<file path="src/rtl/m6502_step_ctrl_if.sv">
// m6502_step_ctrl_if: debug-board bus (in: step_q, run_mode, cycle_mode, cpu_sync; out: rdy, halted, fault, step_count)
interface m6502_step_ctrl_if;
  logic step_q;
  logic run_mode;
  logic cycle_mode;
  logic cpu_sync;
  logic rdy;
  logic halted;
  logic fault;
  logic [15:0] step_count;
  modport master(output step_q, run_mode, cycle_mode, cpu_sync, input rdy, halted, fault, step_count);
  modport slave(input step_q, run_mode, cycle_mode, cpu_sync, output rdy, halted, fault, step_count);
endinterface

</file>
<file path="src/rtl/m6502_step_ctrl.sv">
// m6502_step_ctrl: 6502 RDY run/halt/single-step controller (clk, rst async high; bus: step_q/run_mode/cycle_mode/cpu_sync in, rdy/halted/fault/step_count out)
module m6502_step_ctrl #(
  parameter int MAX_CYCLES = 8
) (
  input logic clk,
  input logic rst,
  m6502_step_ctrl_if.slave bus
);
  typedef enum logic [1:0] {RUN, HALT, STEP_CYC, STEP_INS} state_t;
  state_t state, state_nx;
  logic step_m, step_s, step_d, run_m, run_s, cyc_m, cyc_s;
  logic seen_ns;
  logic [3:0] wd_cnt;
  logic step_pulse, ins_done, wd_hit, cnt_inc;
  assign step_pulse = step_s & ~step_d;
  assign ins_done = seen_ns & bus.cpu_sync;
  assign wd_hit = wd_cnt == 4'(MAX_CYCLES - 1);
  assign cnt_inc = (state == STEP_CYC) | (state == STEP_INS & state_nx == HALT & ins_done);
  always_ff @(posedge clk or posedge rst)
    if (rst) state <= HALT;
    else state <= state_nx;
  always_comb begin
    state_nx = state;
    case (state)
      RUN:      state_nx = (~run_s & bus.cpu_sync) ? HALT : RUN;
      HALT:     state_nx = run_s ? RUN : step_pulse ? (cyc_s ? STEP_CYC : STEP_INS) : HALT;
      STEP_CYC: state_nx = HALT;
      STEP_INS: state_nx = run_s ? RUN : (ins_done | wd_hit) ? HALT : STEP_INS;
    endcase
  end
  always_comb
    bus.rdy = state == RUN      ? ~(~run_s & bus.cpu_sync) :
              state == STEP_CYC ? 1'b1 :
              state == STEP_INS ? ~ins_done : 1'b0;
  always_ff @(posedge clk or posedge rst)
    if (rst) begin
      {step_m, step_s, step_d, run_m, run_s, cyc_m, cyc_s} <= '0;
      seen_ns <= 1'b0;
      wd_cnt <= '0;
      bus.halted <= 1'b1;
      bus.fault <= 1'b0;
      bus.step_count <= '0;
    end else begin
      {step_d, step_s, step_m} <= {step_s, step_m, bus.step_q};
      {run_s, run_m} <= {run_m, bus.run_mode};
      {cyc_s, cyc_m} <= {cyc_m, bus.cycle_mode};
      bus.halted <= state_nx == HALT;
      if (state == HALT && state_nx == STEP_INS) begin
        seen_ns <= 1'b0;
        wd_cnt <= '0;
        bus.fault <= 1'b0;
      end else if (state == STEP_INS) begin
        if (!bus.cpu_sync) seen_ns <= 1'b1;
        wd_cnt <= wd_cnt + 4'd1;
        // returning to HALT without a completed fetch can only be the watchdog
        if (state_nx == HALT && !ins_done) bus.fault <= 1'b1;
      end
      if (cnt_inc) bus.step_count <= bus.step_count + 16'd1;
    end
endmodule

</file>
<file path="src/flat_wrapper.sv">
// flat-port wrapper written by rule: the top's interface ports become plain ports
module m6502_step_ctrl_flat 
#(
  parameter int MAX_CYCLES = 8
)
  (clk, rst, bus_step_q, bus_run_mode, bus_cycle_mode, bus_cpu_sync, bus_rdy, bus_halted, bus_fault, bus_step_count);
  m6502_step_ctrl_if bus_i ();
  input logic clk;
  input logic rst;
  input wire logic [$bits(bus_i.step_q)-1:0] bus_step_q;
  input wire logic [$bits(bus_i.run_mode)-1:0] bus_run_mode;
  input wire logic [$bits(bus_i.cycle_mode)-1:0] bus_cycle_mode;
  input wire logic [$bits(bus_i.cpu_sync)-1:0] bus_cpu_sync;
  output wire logic [$bits(bus_i.rdy)-1:0] bus_rdy;
  output wire logic [$bits(bus_i.halted)-1:0] bus_halted;
  output wire logic [$bits(bus_i.fault)-1:0] bus_fault;
  output wire logic [$bits(bus_i.step_count)-1:0] bus_step_count;
  assign bus_i.step_q = bus_step_q;
  assign bus_i.run_mode = bus_run_mode;
  assign bus_i.cycle_mode = bus_cycle_mode;
  assign bus_i.cpu_sync = bus_cpu_sync;
  assign bus_rdy = bus_i.rdy;
  assign bus_halted = bus_i.halted;
  assign bus_fault = bus_i.fault;
  assign bus_step_count = bus_i.step_count;
  m6502_step_ctrl #(.MAX_CYCLES(MAX_CYCLES)) u_core (.clk(clk), .rst(rst), .bus(bus_i));
endmodule
</file>
<file path="config.mk">
export PLATFORM = sky130hd
export DESIGN_NAME = m6502_step_ctrl_flat
export DESIGN_NICKNAME = d
export VERILOG_FILES = /design/src/rtl/m6502_step_ctrl_if.sv /design/src/rtl/m6502_step_ctrl.sv /design/src/flat_wrapper.sv
export SDC_FILE = /design/constraint.sdc
export NUM_CORES = 1
export LEC_CHECK = 0
export CORE_ASPECT_RATIO = 0.9
export CORE_MARGIN = 5
export CORE_UTILIZATION = 45
export CTS_BUF_LIST = sky130_fd_sc_hd__clkbuf_8
export CTS_CLUSTER_DIAMETER = 80
export DETAILED_ROUTE_END_ITERATION = 10
export GPL_ROUTABILITY_DRIVEN = 0
export PLACE_DENSITY = 0.8
export SETUP_SLACK_MARGIN = 0.3
export SYNTH_ARGS = -nofsm -noshare
export SYNTH_HDL_FRONTEND = slang
export SYNTH_SLANG_ARGS = --single-unit
</file>
<file path="constraint.sdc">
create_clock -name clk -period 2.87 [get_ports clk]
set_input_delay 0.287 -clock clk [delete_from_list [all_inputs] [get_ports clk]]
set_output_delay 0.287 -clock clk [all_outputs]
set_load 0.03 [all_outputs]
</file>
==> summary.md, run 1 <==
| Metric | Value |
|---|---|
| Ant. Diodes | `0` |
| Post-synthesis sequential area ratio | `56.8%` |
| Final-layout fill cell count | `267` |
| Final hold viol count | `0` |
| Slew margin rel. | `62.7%` |
| Leak | `0.745 nW` |
| Largest net degree at the start of global routing | `33` |
| Syn_nets | `130` |
| CP Launch Type | `input port` |
| Final period util | `78.9%` |
| Slowest CP cell | `clkdlybuf4s50_1` |
| Ranking of synthesized cells by area | `dfrtp_1 53%, xor2_1 5.6%, xnor2_1 4.3%` |
| Hold slack | `0.350 ns` |
| Cell variety after synth | `32` |
| First-pass GRT wire length | `4670 µm` |
| Max-cap violations | `0` |
| Initial Util | `46.5%` |
| Maximum vdd drop | `312 µV` |
| Final worst path period need | `2.26 ns` |
| Post-CTS Setup Bufs | `0` |
| Drt first pass iters | `4` |
| Worst hold path type | `flip-flop to flip-flop` |
| Vias per cell | `5.12` |
| Drt wl/cell | `13.2 µm` |
| Clock Skews | `0.00293 ns` |
| GRT overflow | `0` |
| Worst-path cell chain | `clkdlybuf4s50_1 > and2b_2 > o21ai_0 > o21a_1 > clkdlybuf4s50_1` |
| Final Net Count | `160` |
| RSZ-0062 raised after global routing | `no` |
| Die area | `4360 µm²` |
| #FFs+latches synth | `32` |
| Cell taking the most area after synthesis | `dfrtp_1` |
| Synth Cell Area | `1410 µm²` |
| Total CTS buffers | `5` |
| Layout area overhead | `27.3%` |
| Critical Setup Path Class | `input port to output port` |
| Slew Limit Fails | `0` |
| Clock sink count | `32` |
| Setup violations, final | `0` |
| GRT Util Overall | `13.3%` |
| Core area | `3040 µm²` |
| DRC | `0` |
| Avg Inst Size Synth | `11.6 µm²` |
| Boundary Pins | `25` |
| Detailed placement HPWL | `1930 µm` |
| Chip width | `69.1 µm` |
| CP arrival | `1.98 ns` |
| DP Cell Count | `187` |
| Outcome | `finished clean` |
| Multi-input logic area | `581 µm²` |
| Clock root buffer | `clkbuf_8` |
| Share of cells above drive strength 1 | `11.1%` |
| Power Density | `587 nW/µm²` |
| Worst-Margin Slew | `0.556 ns` |
| # resized after CTS | `0` |
| Fmax | `442 MHz` |
| Detailed Route Iter0 Violations | `51` |
| Die outline height | `63.2 µm` |
| Port Buffer Count | `24` |
| Initial antenna violation count | `0` |
| Htree depth | `2` |
| CP endpoint kind | `output port` |
| Buf/Inv on CP | `2` |
| CP max FO | `4` |
| Family with the most delay on the worst path | `buffers and inverters` |
| Vias after detailed routing | `998` |
| Syn Inst Count | `122` |
| Vias in the first global route | `1038` |
| Slowest Stage Delay on Critical Path | `0.66 ns` |
| Final WL | `2580 µm` |
| Total negative slack | `0 ns` |
| Crit path required time | `2.58 ns` |
| Reg clk slew, reported paths | `0.06 ns` |
| Clock latency on the worst-skew pair | `0.27 ns` |
| Layout Cells excl Fill | `195` |
| FF+latch area | `803 µm²` |
| # rows | `19` |
| CTS tree | `yes` |
| CTS Buffer Depth | `2` |
| Critical Path Most Common Cell | `clkdlybuf4s50_1` |
| Post-route ant nets | `0` |
| YS warnings | `0` |
| CTS Hold Bufs | `0` |
| Synth top area share | `53.1%` |
[final cells by class]
cell class / instances / share of cell area, %
Timing Repair Buffer: 25 / 13.8
Clock buffer: 6 / 4.59
Multi-Input combinational cell: 82 / 32.3
Inverter: 6 / 1.25
Sequential cell: 32 / 44.6
Tap cell: 42 / 2.92
Clock inverter: 2 / 0.556
[cell families (layout without fill, tap and decap cells)]
family / after synthesis / count (layout) / synth area share, %
and+or+nand+nor: 45 / 45 / 18.7
muxes: 1 / 1 / 0.796
xor gates and xnor gates: 16 / 16 / 9.91
adders and majority gates: 2 / 2 / 1.77
buffers and inverters: 8 / 39 / 2.12
DFF: 32 / 32 / 56.8
AOI/OAI and AO/OA: 18 / 18 / 9.91
[per-stage QoR]
| stage | area (µm²) | power [W] | utilization [%] | worst slack [ns] |
|---|---|---|---|---|
| 6_report | 1800 | 0.00106 | 59.1 | 0.607 |
| 5_1_grt | 1800 | 0.00111 | 59.1 | 0.514 |
| 4_1_cts | 1800 | 0.00107 | 59.1 | 0.608 |
| 3_5_place_dp | 1710 | 0.000724 | 56.1 | 0.622 |
| 3_3_place_gp | 1710 | 0.000718 | 56.1 | 0.653 |
| 2_1_floorplan | 1410 | 0.000644 | - | 1.12 |
[worst register-to-register path, cell delays in order (launching register included)]
cell and delay, ns:
dfrtp_1 0.45, ha_1 0.23, nand2_1 0.10, a2111oi_4 0.52, and3_1 0.24, xor2_1 0.15
[cell usage after synthesis, drive strengths merged]
cell type   n
clkbuf      2
nor3        2
and3        4
nand4       4
a2111o      1
dfstp       2
nand2b      1
a21oi       1
ha          2
a41oi       1
inv         6
nand3       8
o21a        2
a211oi      1
xnor2       7
nand3b      2
and2b       1
mux2        1
nor4bb      2
nor4b       1
a32o        1
xor2        9
o21ai       9
and4        2
o31a        1
nand2      10
nor2        6
dfrtp      30
a2111oi     1
nor4        2
[report_power, final]
group          switching [W]  total (W)  internal [W]
combinational      0.0000962   0.000176     0.0000797
clock               0.000152   0.000342      0.000191
sequential         0.0000484   0.000537      0.000489
[state kept, by name, indices dropped and copies added, names as in the netlist]
| name | count |
|---|---|
| u_core.bus.step_count | 16 |
| u_core.wd_cnt | 4 |
| u_core.state | 2 |
| u_core.bus.fault | 1 |
| u_core.bus.halted | 1 |
| u_core.cyc_m | 1 |
| u_core.cyc_s | 1 |
| u_core.run_m | 1 |
| u_core.run_s | 1 |
| u_core.seen_ns | 1 |
| u_core.step_d | 1 |
| u_core.step_m | 1 |
| u_core.step_s | 1 |
[per-layer routing]
metal / wire, µm / track usage (%) / up-vias / part of all wire (%)
li1: - / - / 491 / -
met1: 1190 / 16.1 / 489 / 46
met2: 1250 / 21.7 / 16 / 49
met3: 121 / 4.77 / 2 / 4.7
met4: 19 / 5.12 / 0 / 0.74
met5: 0 / 0 / - / 0
[cells in the final DEF, fill, tap and decap left out, types with 6 or more instances in the layout]
master / netlist / layout
dfrtp_1: 30 / 30
clkdlybuf4s50_1: 0 / 24
nand2_1: 10 / 10
xor2_1: 9 / 9
nand3_1: 8 / 8
xnor2_1: 7 / 7
o21ai_0: 7 / 7
inv_1: 6 / 6
nor2_1: 6 / 6
clkbuf_8: 0 / 6
[worst paths after layout]
path	from	end	slack [ns]	cells after the start
min in group asynchronous	rst	u_core.run_m$_DFF_PP0_	0.39	3
max in group asynchronous	rst	u_core.state[0]$_DFF_PP1_	2.16	3
worst max register to register	u_core.bus.step_count[0]$_DFFE_PP0P_	u_core.bus.step_count[8]$_DFFE_PP0P_	1.11	5
worst max-delay path	bus_cpu_sync	bus_rdy	0.61	5
worst min-delay path	u_core.step_m$_DFF_PP0_	u_core.step_s$_DFF_PP0_	0.35	0
worst min register to register	u_core.step_m$_DFF_PP0_	u_core.step_s$_DFF_PP0_	0.35	0
Power figures use the tool's default switching activity.
==> run 2: changes to the inputs <==
- PLACE_DENSITY: 0.8 -> 0.83
- clock period: 2.87 -> 2 ns (I/O delays scaled with it)
==> summary.md, run 2 (synthesis results as in run 1) <==
| Metric | Value |
|---|---|
| Initial Util | `46.5%` |
| Boundary Pins | `25` |
| Slew Limit Fails | `0` |
| Total CTS buffers | `5` |
| Worst-path cell chain | `clkdlybuf4s50_1` |
| Family with the most delay on the worst path | `buffers and inverters` |
| Place WS | `-0.0224 ns` |
| Clock sink count | `32` |
| Clock Skews | `0.0109 ns` |
| Reg clk slew, reported paths | `0.07 ns` |
| Outcome | `finished clean` |
| Largest registers | `u_core.bus.step_count: 16 flops, u_core.wd_cnt: 4 flops, u_core.state: 2 flops` |
| # rows | `19` |
| Maximum vdd drop | `472 µV` |
| Largest net degree at the start of global routing | `33` |
| Detailed placement HPWL | `2040 µm` |
| Worst-Margin Slew | `0.477 ns` |
| Power Density | `844 nW/µm²` |
| Final hold viol count | `0` |
| Most flop-heavy register | `u_core.bus.step_count` |
| Worst hold path type | `input port to asynchronous set/reset pin` |
| Leak | `0.781 nW` |
| Critical Setup Path Class | `flip-flop to output port` |
| Chip width | `69.1 µm` |
| Vias per cell | `5.32` |
| Post-route worst setup slack | `0.342 ns` |
| Fmax | `603 MHz` |
| CP max FO | `6` |
| Layout Utilization | `61.8%` |
| CP endpoint kind | `output port` |
| CTS tree | `yes` |
| GRT overflow | `0` |
| Clock latency on the worst-skew pair | `0.28 ns` |
| Detailed Route Iter0 Violations | `88` |
| Power, Total | `0.00159 W` |
| Layout Cells excl Fill | `198` |
| Crit path required time | `1.80 ns` |
| Port Buffer Count | `24` |
| Die outline height | `63.2 µm` |
| Clock root buffer | `clkbuf_8` |
| Most frequent cells in the layout | `23 x dfrtp_1, 22 x clkdlybuf4s50_1, 10 x nand2_1` |
| Initial antenna violation count | `0` |
| Htree depth | `2` |
| Final Net Count | `163` |
| Slowest Stage Delay on Critical Path | `0.71 ns` |
| Layout area overhead | `32.9%` |
| Final worst path period need | `1.66 ns` |
| DRC | `0` |
| CTS Buffer Depth | `2` |
| Setup violations, final | `0` |
| Ant. Diodes | `0` |
| CP Launch Type | `flip-flop` |
| Vias in the first global route | `1105` |
| Slew margin rel. | `67.8%` |
| Slowest CP cell | `clkdlybuf4s50_1` |
| Share of cells above drive strength 1 | `20.5%` |
| Drt wl/cell | `15.1 µm` |
| Final WL | `2980 µm` |
| CP arrival | `1.46 ns` |
| Core area | `3040 µm²` |
| Hold slack | `0.287 ns` |
| Vias after detailed routing | `1053` |
| Max reg flops | `16` |
| Commonest non-fill, non-tap cell in the layout | `dfrtp_1` |
| Post-route ant nets | `0` |
| GRT Util Overall | `15.1%` |
| Die area | `4360 µm²` |
| Max-cap violations | `0` |
| RSZ-0062 raised after global routing | `yes` |
| Drt first pass iters | `4` |
| First-pass GRT wire length | `5230 µm` |
| DP Cell Count | `189` |
| Buf/Inv on CP | `1` |
| Final period util | `82.9%` |
## run 2: cell types whose count changed in the layout (fill, tap and decap cells not counted), moves of 2 or more
cell             delta
nor4_1              -2
clkdlybuf4s50_1     -2
buf_4               +4
dfrtp_2             +7
dfrtp_1             -7
nor4_2              +2
clkinv_2            -2
## run 2: timing repair
action / CTS / global route
hold buffers: 0 / 0
setup endpoints to repair: 3 / 11
pin swaps: 0 / 3
gates cloned: 0 / 0
gates resized for setup: 3 / 7
buffers inserted: 0 / 1
## run 2: final cells by class
cell class / instances / area (µm²)
timing repair buffer: 28 / 270
tap: 42 / 52.6
clock inverter: 1 / 3.75
inverter: 6 / 22.5
clock buffer: 7 / 96.3
sequential: 32 / 816
fill: 245 / 1160
multi-input combinational: 82 / 618
## run 2: where the power goes
part | leakage (nW) | switching, W | internal, W
logic | 0.337 | 0.000149 | 0.000119
registers | 0.388 | 0.0000784 | 0.000708
clock network | 0.0557 | 0.000224 | 0.000309
## run 2: final timing paths
path	startpoint	endpoint	slack, ns	cells past startpoint
worst min register to register	u_core.cyc_m$_DFF_PP0_	u_core.cyc_s$_DFF_PP0_	0.35	0
min in group clk	u_core.cyc_m$_DFF_PP0_	u_core.cyc_s$_DFF_PP0_	0.35	0
worst max register to register	u_core.run_s$_DFF_PP0_	u_core.bus.step_count[11]$_DFFE_PP0P_	0.36	4
worst min-delay path	rst	u_core.wd_cnt[2]$_DFFE_PP0P_	0.29	3
max in group asynchronous	rst	u_core.bus.halted$_DFF_PP1_	1.39	3
worst max-delay path	u_core.bus.step_count[2]$_DFFE_PP0P_	bus_step_count[2]	0.34	1
## run 2: routing by layer
layer,routed length (µm),vias to the layer above,track usage (%)
met4,102,0,9.27
met2,1460,33,23.5
met5,0,-,0
met1,1260,510,17.8
li1,-,497,-
met3,160,13,5.41
## run 2: stage by stage
step,TNS (ns),cell area (µm²)
3_5_place_dp,-0.0224,1730
3_3_place_gp,0,1730
4_1_cts,0,1840
6_report,0,1880
5_1_grt,0,1880
2_1_floorplan,0,1420
==> run 3: changes to the inputs <==
- clock period: 2 -> 1.5 ns (I/O delays scaled with it)
==> summary.md, run 3 (synthesis results as in run 1) <==
| Metric | Value |
|---|---|
| Final period util | `105%` |
| CP arrival | `1.42 ns` |
| Drt first pass iters | `4` |
| Final hold viol count | `0` |
| Worst Setup SP | `u_core.run_s$_DFF_PP0_` |
| Maximum vdd drop | `812 µV` |
| CP endpoint kind | `output port` |
| Layout Cells excl Fill | `223` |
| Placed Area | `1880 µm²` |
| # rows | `19` |
| CTS tree | `yes` |
| CP Launch Type | `flip-flop` |
| Final WL | `3760 µm` |
| Post-route ant nets | `0` |
| Failing checks | `setup timing` |
| Final instance area | `2220 µm²` |
| Clock sink count | `32` |
| First-pass GRT wire length | `5680 µm` |
| Most frequent cells in the layout | `22 x dfrtp_1, 19 x buf_4, 15 x buf_6` |
| Vias in the first global route | `1212` |
| FF+latch area | `813 µm²` |
| Max reg flops | `16` |
| Ant. Diodes | `0` |
| Outcome | `finished with violations` |
| Detailed placement HPWL | `2180 µm` |
| Boundary Pins | `25` |
| Max-cap violations | `0` |
| Detailed Route Iter0 Violations | `113` |
| Layout area overhead | `57.2%` |
| Reg clk slew, reported paths | `0.06 ns` |
| Crit path required time | `1.35 ns` |
| Power Density | `1100 nW/µm²` |
| M1 GR Usage | `18.9%` |
| Worst-Margin Slew | `0.320 ns` |
| Total negative slack | `-0.208 ns` |
| Die area | `4360 µm²` |
| Multi-input logic area | `767 µm²` |
| Most flop-heavy register | `u_core.bus.step_count` |
| CTS Buffer Depth | `2` |
| Largest net degree at the start of global routing | `15` |
| Drt wl/cell | `16.9 µm` |
| Leak | `1.03 nW` |
| Chip width | `69.1 µm` |
| Largest registers | `u_core.bus.step_count: 16 flops, u_core.wd_cnt: 4 flops, u_core.state: 2 flops` |
| Clock Skews | `0.00938 ns` |
| Core area | `3040 µm²` |
| Setup violations, final | `7` |
| Vias after detailed routing | `1191` |
| CP max FO | `6` |
| Final Net Count | `188` |
| Gr busiest metal | `met2` |
| Share of cells above drive strength 1 | `51.9%` |
| Reg2Reg Launch Point | `u_core.run_s$_DFF_PP0_` |
| Slew margin rel. | `78.6%` |
| DRC | `0` |
| Final-layout fill cell count | `197` |
| DP Cell Count | `202` |
| Vias per cell | `5.34` |
| Htree depth | `2` |
| RSZ-0062 raised after global routing | `yes` |
| GRT overflow | `0` |
| CTS Hold Bufs | `0` |
| Place WS | `-0.319 ns` |
| GRT Util Overall | `16.6%` |
| Worst hold path type | `input port to asynchronous set/reset pin` |
| Clock latency on the worst-skew pair | `0.29 ns` |
| Met2 usage | `26.7%` |
| Port Buffer Count | `24` |
| Post-route worst setup slack | `-0.0698 ns` |
| Clock root buffer | `clkbuf_8` |
| Initial antenna violation count | `0` |
| Slew Limit Fails | `0` |
| Die outline height | `63.2 µm` |
| Total CTS buffers | `5` |
| Commonest non-fill, non-tap cell in the layout | `dfrtp_1` |
| Fmax | `637 MHz` |
| Initial Util | `46.5%` |
| Grt met3 use | `6.04%` |
| Critical Setup Path Class | `flip-flop to output port` |
| Final worst path period need | `1.57 ns` |
==> run 3: changes by cell type in the layout (fill, tap and decap cells not counted), moves of 2 or more <==
cell	previous run	this run
clkbuf_2	0	3
buf_6	0	15
buf_2	0	6
clkdlybuf4s50_1	22	5
xnor2_2	0	3
o21ai_0	7	3
clkbuf_8	7	5
buf_4	5	19
nand2_1	10	7
nand2_4	0	3
clkdlybuf4s15_2	0	3
xnor2_1	7	4
o21ai_2	0	3
==> run 3: path summary, 6_finish.rpt <==
kind                       slack [ns]  cells after the start                               endpoint
hold / removal                   0.10                      2                u_core.step_m$_DFF_PP0_
setup reg to reg                -0.05                      6   u_core.bus.step_count[5]$_DFFE_PP0P_
min in group clk                 0.30                      1                 u_core.cyc_m$_DFF_PP0_
max in group asynchronous        0.91                      3  u_core.bus.step_count[12]$_DFFE_PP0P_
hold reg to reg                  0.35                      0                 u_core.cyc_s$_DFF_PP0_
setup / recovery                -0.07                      5                                bus_rdy
==> run 3: final cells by class <==
cell class                 count  share of cell area (%)
clock buffer                   5                    3.10
clock inverter                 3                    1.75
inverter                       6                    1.01
multi-input combinational     82                    34.5
sequential                    32                    36.6
tap                           42                    2.36
timing repair buffer          53                    20.7
==> run 3: through the flow <==
step / hold WS, ns / util [%] / total power, W
after floorplan: 0.181 / - / 0.00128
after global placement: 0.332 / 61.7 / 0.00143
after detailed placement: 0.336 / 61.7 / 0.00145
after CTS: 0.0933 / 69.3 / 0.00237
after global routing: 0.137 / 73.0 / 0.00255
final: 0.102 / 73.0 / 0.00245
==> run 3: worst max-delay path: stages, from the launching register on <==
cell	delay, ns
dfrtp_1	0.34
buf_4	0.15
and2b_2	0.24
o21ai_2	0.12
o21a_2	0.16
buf_6	0.12
==> run 3: metal layers <==
metal	vias up	share of wire (%)	wire (µm)
met2	37	51	1940
met4	0	4.5	169
met3	13	4.6	174
met5	-	0	0
li1	552	-	-
met1	589	39	1480
==> run 3: what timing repair did <==
action / CTS / global route
buffers inserted: 9 / 4
pin swaps: 15 / 14
setup endpoints to repair: 43 / 39
gates resized for setup: 86 / 39
==> run 3: power by group <==
part	switching (W)	internal [W]	total, W
Clock	0.000314	0.000485	0.000800
Combinational	0.000305	0.000317	0.000622
Sequential	0.0000824	0.000942	0.00102
